===== src/rtl/pc_sequencer.sv =====
// Instruction fetch sequencer: drives a single-outstanding imem request stream,
// buffers responses in a 2-entry {instr, pc} FIFO and handles branch redirects.
module pc_sequencer #(
   parameter logic [31:0] RESET_ADDR = 32'h0000_0000,
   parameter logic [31:0] TRAP_VEC   = 32'h0000_0004
) (
   input  logic        clk_i,
   input  logic        rst_i,
   input  logic        br_valid_i,
   input  logic        br_taken_i,
   input  logic [31:0] br_addr_i,
   output logic        imem_req_o,
   output logic [31:0] imem_addr_o,
   input  logic        imem_ack_i,
   input  logic [31:0] imem_rdata_i,
   output logic        instr_valid_o,
   input  logic        instr_ready_i,
   output logic [31:0] instr_o,
   output logic [31:0] instr_pc_o,
   output logic        flush_o,
   output logic        misalign_o
);

   typedef enum logic [1:0] {
      S_FETCH = 2'd0,
      S_WAIT  = 2'd1,
      S_DRAIN = 2'd2
   } state_t;

   state_t      state, state_next;
   logic [31:0] pc, pc_next;
   logic [31:0] drain_addr, drain_addr_next;
   logic [1:0]  count, count_next;
   logic        head, head_next;
   logic        tail;

   logic [31:0] fifo_instr [2];
   logic [31:0] fifo_pc    [2];

   logic        redirect;
   logic        misaligned;
   logic [31:0] target;
   logic        req;
   logic        ack;
   logic        push;
   logic        pop;

   assign redirect   = br_valid_i & br_taken_i;
   assign misaligned = (br_addr_i[1:0] != 2'b00);
   assign target     = misaligned ? TRAP_VEC : br_addr_i;

   assign req  = (state == S_FETCH) || (state == S_DRAIN);
   // An ack only counts while a request is actually on the bus.
   assign ack  = imem_ack_i & req;
   assign push = (state == S_FETCH) & ack & ~redirect;
   assign pop  = (count != 2'd0) & instr_ready_i;
   assign tail = head ^ count[0];

   // NOTE: every always_comb output gets a default first so no path infers a latch.
   always_comb begin
      state_next      = state;
      pc_next         = pc;
      drain_addr_next = drain_addr;
      count_next      = count;
      head_next       = head;

      case ({push, pop})
         2'b10:   count_next = count + 2'd1;
         2'b01:   count_next = count - 2'd1;
         default: count_next = count;
      endcase
      if (pop) begin
         head_next = ~head;
      end

      case (state)
         S_FETCH: begin
            if (ack) begin
               pc_next    = pc + 32'd4;
               state_next = (count_next >= 2'd2) ? S_WAIT : S_FETCH;
            end
         end
         S_WAIT: begin
            if (count_next <= 2'd1) begin
               state_next = S_FETCH;
            end
         end
         S_DRAIN: begin
            if (ack) begin
               state_next = S_FETCH;
            end
         end
         default: state_next = S_FETCH;
      endcase

      // A redirect discards everything buffered; an in-flight fetch that has not
      // completed keeps its old address on the bus until its ack is swallowed.
      if (redirect) begin
         count_next = 2'd0;
         head_next  = 1'b0;
         pc_next    = target;
         case (state)
            S_FETCH: begin
               if (ack) begin
                  state_next = S_FETCH;
               end else begin
                  state_next      = S_DRAIN;
                  drain_addr_next = pc;
               end
            end
            S_WAIT:  state_next = S_FETCH;
            S_DRAIN: state_next = ack ? S_FETCH : S_DRAIN;
            default: state_next = S_FETCH;
         endcase
      end
   end

   // NOTE: sequential state uses non-blocking assignments so all registers update together.
   always_ff @(posedge clk_i) begin
      if (rst_i) begin
         state      <= S_FETCH;
         pc         <= RESET_ADDR;
         drain_addr <= RESET_ADDR;
         count      <= 2'd0;
         head       <= 1'b0;
      end else begin
         state      <= state_next;
         pc         <= pc_next;
         drain_addr <= drain_addr_next;
         count      <= count_next;
         head       <= head_next;
      end
   end

   // NOTE: FIFO storage is not reset; count gates visibility, so stale contents never escape.
   always_ff @(posedge clk_i) begin
      if (push) begin
         fifo_instr[tail] <= imem_rdata_i;
         fifo_pc[tail]    <= pc;
      end
   end

   assign imem_req_o    = req & ~rst_i;
   assign imem_addr_o   = (state == S_DRAIN) ? drain_addr : pc;
   assign instr_valid_o = (count != 2'd0) & ~rst_i;
   assign instr_o       = instr_valid_o ? fifo_instr[head] : 32'd0;
   assign instr_pc_o    = instr_valid_o ? fifo_pc[head]    : 32'd0;
   assign flush_o       = redirect & ~rst_i;
   assign misalign_o    = redirect & misaligned & ~rst_i;

endmodule

===== config.mk =====
export PLATFORM = sky130hd
export DESIGN_NAME = pc_sequencer
export DESIGN_NICKNAME = d
export VERILOG_FILES = /design/src/rtl/pc_sequencer.sv
export SDC_FILE = /design/constraint.sdc
export NUM_CORES = 1
export LEC_CHECK = 0
export CAP_MARGIN = 20
export CORE_UTILIZATION = 46
export CTS_CLUSTER_DIAMETER = 50
export CTS_CLUSTER_SIZE = 16
export DETAILED_ROUTE_END_ITERATION = 7
export MAX_ROUTING_LAYER = met4
export PLACE_DENSITY = 0.7
export SKIP_LAST_GASP = 1
export SYNTH_ARGS = -nofsm -noshare
export SYNTH_HDL_FRONTEND = slang
export SYNTH_SLANG_ARGS = --single-unit

===== constraint.sdc =====
create_clock -name clk_i -period 9.9 [get_ports clk_i]
set_clock_uncertainty 0.2 [all_clocks]
set_input_delay 0.99 -clock clk_i [delete_from_list [all_inputs] [get_ports clk_i]]
set_output_delay 0.99 -clock clk_i [all_outputs]
set_load 0.01 [all_outputs]

==> out/metrics.csv, run 1 <==
metric;value;unit
outcome;complete, but fails checks;
violated checks;design-rule violations;
Clk Tree Root Cell;clkbuf_16;
worst setup margin;5.567;ns
Post-synth EDFFs;128;
slew margin rel.;32.17;%
pin count of the biggest net entering global routing;65;
Pwr Total;1.902;mW
Worst EP arrival;3.14;ns
clk slew on worst S/H paths;0.07;ns
critical path's largest stage delay;0.54;ns
Hold WC Path Type;register to register;
endpoint class of the critical path;output pin;
syn nets;800;
Setup Viol. Count Final;0;
Mapped Avg Cell Area;11.71;um^2
Comb pwr share;12.9;%
Place WS;5.544;ns
Ys Warns;0;
Slowest cell on crit path;buf_4;
Vias;6120;
Post-synth top flop;edfxtp_1;
GRT overflow;0;
DRC viols;30;
DR pass1 iterations;7;
core box area;0.01809;mm^2
Routed Antenna Nets;0;
final net count;947;
fin. max-slew vios;0;
Fin. Hold Viols;0;
hold buffer count at cts;0;
Die ar.;0.01908;mm^2
CTS tree;built;
Post-CTS Setup Bufs;0;
fin crit period;4.333;ns
clock sink count;198;
commonest non-fill, non-tap cell in the layout;clkdlybuf4s50_1;
routability cong.;0.9097;
Clock Latency Late Sink;0.42;ns
synthesized area;0.008526;mm^2
Row Count;49;
vias in the first global route;6122;
Seq/Total Area, Yosys;61.52;%
PortBufs;169;
WS Path Type;primary input to output pin;
GRT Total Usage;22.28;%
CP Max Fanout;62;
max cap viols;0;
Mapped Cells;728;
initial antenna violation count;0;
Layout fillers;1429;
most frequent cells in the layout;clkdlybuf4s50_1 (168), edfxtp_1 (128), nand2_1 (95);
Clock Tree Buf Depth;2;
Distinct cells, synth;64;
fraction of layout cells with a size suffix above 1;10.81;%
Avg WL per Cell;18.04;um
Initial Util;47.14;%
CP Cell Sequence;buf_2 -> buf_4 -> o21bai_4 -> buf_4 -> nor2_1 -> clkdlybuf4s50_1;
Power Density;173.2;mW/mm^2
Cell Area, Placed;0.01036;mm^2
part of the power in registers;50.7;%
final WL;20150;um
initial drt markers;436;
P_sw;469.7;uW
HPWL after DPL;13430;um
startpoint types;primary input;
fin util;60.73;%
worst slew pin tran;1.015;ns
leakage;3.591;nW
RSZ-0062 raised after global routing;false;
Async S/R FF share, synth;0;%
most used cell, CP;buf_4;
Ant. Diodes;0;
sum of negative setup slack;0;ns
post-route cell area;0.01098;mm^2
Chip Width;138.1;um
Required @ worst endpoint;8.71;ns
Num CTS Buffers;17;
clock share of power;36.5;%
cts repair resizes;0;
Seq cells post-synth;198;
H-tree depth;4;
Sw Ratio;24.69;%
Tcrit/Tclk final;43.76;%
area grow syn2layout;28.84;%
Pint;1.433;mW
first-pass GRT wire length;32260;um
Vias per Instance;5.479;
die height;138.1;um
FMAX;0.2308;GHz
io pins;170;
maximum vdd drop;114.2;uV
==> per-layer routing <==
metal	track usage, %	part of all wire, %
met5	-	0
met4	6.209	1.1
met3	4.434	6.4
met2	34.91	48
met1	29.57	44
==> power groups by stage <==
stage	logic, mW	clock network (mW)	registers, mW
floorplan	0.134	0	0.975
global placement	0.232	0	0.990
detailed placement	0.235	0	0.993
CTS	0.236	0.705	0.974
global route	0.266	0.737	0.969
finish	0.245	0.694	0.964
==> cells by family after synthesis <==
group	share of synthesized area [%]
AND/OR/NAND/NOR	14.03
XOR/XNOR	2.054
multiplexers	11.48
AO/OA/AOI/OAI	7.720
adder cells (fa/ha/maj)	0.2935
buffers and inverters	2.906
flip-flops	61.52
==> worst paths after layout <==
kind	startpoint	end	slack, ns	depth (start not counted)
max reg2reg	state[0]$_SDFFE_PP0P_	fifo_instr[0][14]$_DFFE_PP_	6.83	5
max	rst_i	instr_o[18]	5.57	6
min	drain_addr[5]$_SDFFE_PP0P_	drain_addr[5]$_SDFFE_PP0P_	0.25	2
min reg2reg	drain_addr[5]$_SDFFE_PP0P_	drain_addr[5]$_SDFFE_PP0P_	0.25	2
==> synth_stat cells (all sizes together) (2+ instances only) <==
cell / n / area (um^2)
a211oi: 8 / 65.06
a21oi: 57 / 289.0
a221oi: 2 / 17.52
a22oi: 2 / 15.01
a32o: 2 / 20.02
and2: 5 / 31.28
and3: 5 / 36.28
and4: 4 / 36.29
buf: 21 / 115.1
clkbuf: 29 / 113.9
dfxtp: 70 / 1401
edfxtp: 128 / 3844
ha: 2 / 25.02
inv: 5 / 18.77
mux2: 30 / 337.8
mux2i: 64 / 640.6
nand2: 98 / 380.4
nand3: 12 / 65.06
nand4: 6 / 52.55
nor2: 88 / 330.3
nor2b: 2 / 12.51
nor3: 14 / 85.08
nor4: 9 / 105.1
o21a: 2 / 15.01
o21ai: 18 / 90.09
o22ai: 2 / 12.51
o311a: 2 / 20.02
o31ai: 3 / 22.52
xnor2: 16 / 140.1
xor2: 4 / 35.03
==> critical path: cells and delay by family <==
kind / cells / cell delay (ns)
AO/OA/AOI/OAI: 1 / 0.36
buffers and inverters: 4 / 1.62
AND/OR/NAND/NOR: 1 / 0.12
==> through the flow <==
step	std cells	hold slack (ns)
final	1117	0.2546
after global routing	1117	0.2864
after CTS	1115	0.2573
after detailed placement	1083	0.2470
after global placement	1083	0.2388
after floorplan	728	0.2202
==> layout make-up <==
cell class / count / area [um^2] / share of cell area (%)
Clock buffer: 17 / 425.4 / 3.873
Clock inverter: 15 / 163.9 / 1.492
Inverter: 5 / 18.77 / 0.1709
Multi-Input combinational cell: 475 / 3067 / 27.92
Sequential cell: 198 / 5249 / 47.78
Tap cell: 229 / 286.5 / 2.608
Timing Repair Buffer: 178 / 1774 / 16.15
==> registers in the layout, indices dropped and copies added (netlist names), named ones only <==
register and count:
head 1, count 2, drain_addr 32, fifo_instr 64, pc 32, fifo_pc 64
state 2
No activity file was read; power rests on OpenSTA's default activity.
==> inputs of run 2 (changes only) <==
PLACE_DENSITY = 0.73   (was 0.7)
clock period = 3.9 ns   (was 9.9 ns; I/O delays follow)
==> run 2 against run 1 <==
Cell count increased by 0.36%. Count of clock-buffer cells in the layout increased by 2. Critical endpoint is now imem_addr_o[30]. Sequential share of layout area decreased by 0.23 points. Combinational power increased to 2.5 times the previous value. Final area increased by 0.48%. Register-to-register slack got worse by 5.6 ns. First-iteration DRC count increased by 11%. The run still ends with design-rule violations left.
==> out/metrics.csv, run 2 (synthesis results as in run 1) <==
metric;value;unit;change
routability cong.;0.8904;;-2.1%
startpoint types;register;;
Initial Util;47.14;%;unchanged
GRT Total Usage;22.33;%;+0.053 points
Fin. Hold Viols;0;;unchanged
CTS tree;built;;
number of stages on the worst setup path;4;;-2
min-delay src;drain_addr[7]$_SDFFE_PP0P_;;
core box area;0.01809;mm^2;unchanged
Required @ worst endpoint;3.31;ns;-5.40 ns
Clock Latency Late Sink;0.43;ns;about the same
Setup Viol. Count Final;0;;unchanged
worst path bufs/invs;2;;-2
Post-CTS Setup Bufs;0;;unchanged
worst slew pin tran;0.7582;ns;-0.2571 ns
DRC viols;30;;unchanged
R2R cell count;5;;unchanged
WL met2;9356;um;-3.5%
Die ar.;0.01908;mm^2;unchanged
clock sink count;198;;unchanged
Power Density;438.2;mW/mm^2;+150%
Ant. Diodes;0;;unchanged
PortBufs;169;;unchanged
area grow syn2layout;29.45;%;
Avg WL per Cell;17.80;um;-1.3%
top sig layer;met4;;
fin crit period;3.156;ns;
Row Count;49;;unchanged
RSZ-0062 raised after global routing;false;;
endpoint class of the critical path;output pin;;
vias in the first global route;5929;;-3.2%
Vias per Instance;5.442;;-0.68%
commonest non-fill, non-tap cell in the layout;clkdlybuf4s50_1;;
final WL;19960;um;-0.95%
HPWL after DPL;13250;um;-1.4%
Worst EP arrival;2.57;ns;-0.57 ns
Slowest cell on crit path;nor2b_2;;
Routed Antenna Nets;0;;unchanged
io pins;170;;unchanged
Num CTS Buffers;17;;unchanged
CP Max Fanout;27;;-56%
WS Path Type;register to output pin;;
Min Hold Slack;0.2542;ns;-0.0003510 ns
met3 wire length;1201;um;-6.3%
fin. max-slew vios;0;;unchanged
H-tree depth;4;;unchanged
max cap viols;0;;unchanged
first-pass GRT wire length;32130;um;-0.41%
hold path depth;2;;unchanged
Chip Width;138.1;um;unchanged
final net count;951;;+0.42%
leakage;3.604;nW;+0.39%
Clock Tree Buf Depth;2;;unchanged
initial antenna violation count;0;;unchanged
Hold WC Path Type;register to register;;
hold buffer count at cts;0;;unchanged
FMAX;0.3169;GHz;
outcome;complete, but fails checks;;
sum of negative setup slack;0;ns;unchanged
wire length on met1;8979;um;+0.46%
cts repair resizes;0;;unchanged
clk slew on worst S/H paths;0.07;ns;about the same
critical path's largest stage delay;0.54;ns;about the same
initial drt markers;484;;+11%
largest registers;fifo_instr: 64 flops, fifo_pc: 64 flops;;
DR pass1 iterations;7;;unchanged
Clk Tree Root Cell;clkbuf_16;;
maximum vdd drop;302.9;uV;+170%
pin count of the biggest net entering global routing;62;;-4.6%
fin util;61.02;%;+0.29 points
Vias;6100;;-0.33%
CP Cell Sequence;nor2b_2 -> buf_12 -> mux2_2 -> clkdlybuf4s50_1;;
GRT overflow;0;;unchanged
worst reg2reg path startpoint;state[0]$_SDFFE_PP0P_;;
violated checks;design-rule violations;;
fin cells;1121;;+0.36%
most frequent cells in the layout;clkdlybuf4s50_1 (168), edfxtp_1 (128), nand2_1 (95);;
Tcrit/Tclk final;80.91;%;
worst setup path start;state[1]$_SDFFE_PP0P_;;
cell family with most CP delay;buffers and inverters;;
fraction of layout cells with a size suffix above 1;11.32;%;+0.51 points
die height;138.1;um;unchanged
cell count after placement;1089;;+0.55%
slew margin rel.;49.46;%;+17 points
-- run 2: cell count changes in the layout (fill, tap and decap cells not counted), moves of 2 or more --
cell / previous run / this run
inv_6: 6 / 2
clkbuf_8: 0 / 2
clkinvlp_4: 1 / 4
inv_4: 2 / 0
buf_12: 0 / 3
clkinv_4: 0 / 2
buf_4: 7 / 10
-- run 2: stage by stage --
stage	cell area [um^2]	setup WS, ns	power, mW
2_1_floorplan	8528	0.4702	2.811
3_3_place_gp	10440	0.8179	3.113
3_5_place_dp	10440	0.7160	3.128
4_1_cts	11040	0.7130	4.874
5_1_grt	11040	0.6309	5.026
6_report	11040	0.7443	4.836
-- run 2: cell type report --
class	count	area (um^2)
clock inverters	13	146.4
well taps	229	286.5
inverters	5	18.77
multi-input cells	475	3062
repair buffers	182	1822
flip-flops and latches	198	5249
clock buffers	19	452.9
fillers	1458	7049
-- run 2: report_power, final --
group | switching [mW] | leakage [nW] | internal (mW)
logic | 0.318 | 1.53 | 0.296
registers | 0.0770 | 1.79 | 2.38
clock network | 0.775 | 0.284 | 0.987
total | 1.17 | 3.60 | 3.67
-- run 2: worst reg2reg max path, stage by stage (launching register included) --
cell and delay [ns]:
dfxtp_1 0.39, or3b_1 0.58, nor2_1 0.26, inv_1 0.14, nor2_4 0.12, buf_4 0.54
-- run 2: worst paths after layout --
kind,slack [ns],end
worst min-delay path,0.25,drain_addr[7]$_SDFFE_PP0P_
worst max register to register,1.28,fifo_instr[0][2]$_DFFE_PP_
worst min register to register,0.25,drain_addr[7]$_SDFFE_PP0P_
worst max-delay path,0.74,imem_addr_o[30]
-- run 2: per-layer routing --
| metal | GRT usage [%] | vias up |
|---|---|---|
| li1 | - | 2921 |
| met1 | 29.57 | 2910 |
| met2 | 34.43 | 232 |
| met3 | 3.672 | 37 |
| met4 | 8.870 | 0 |
| met5 | - | - |
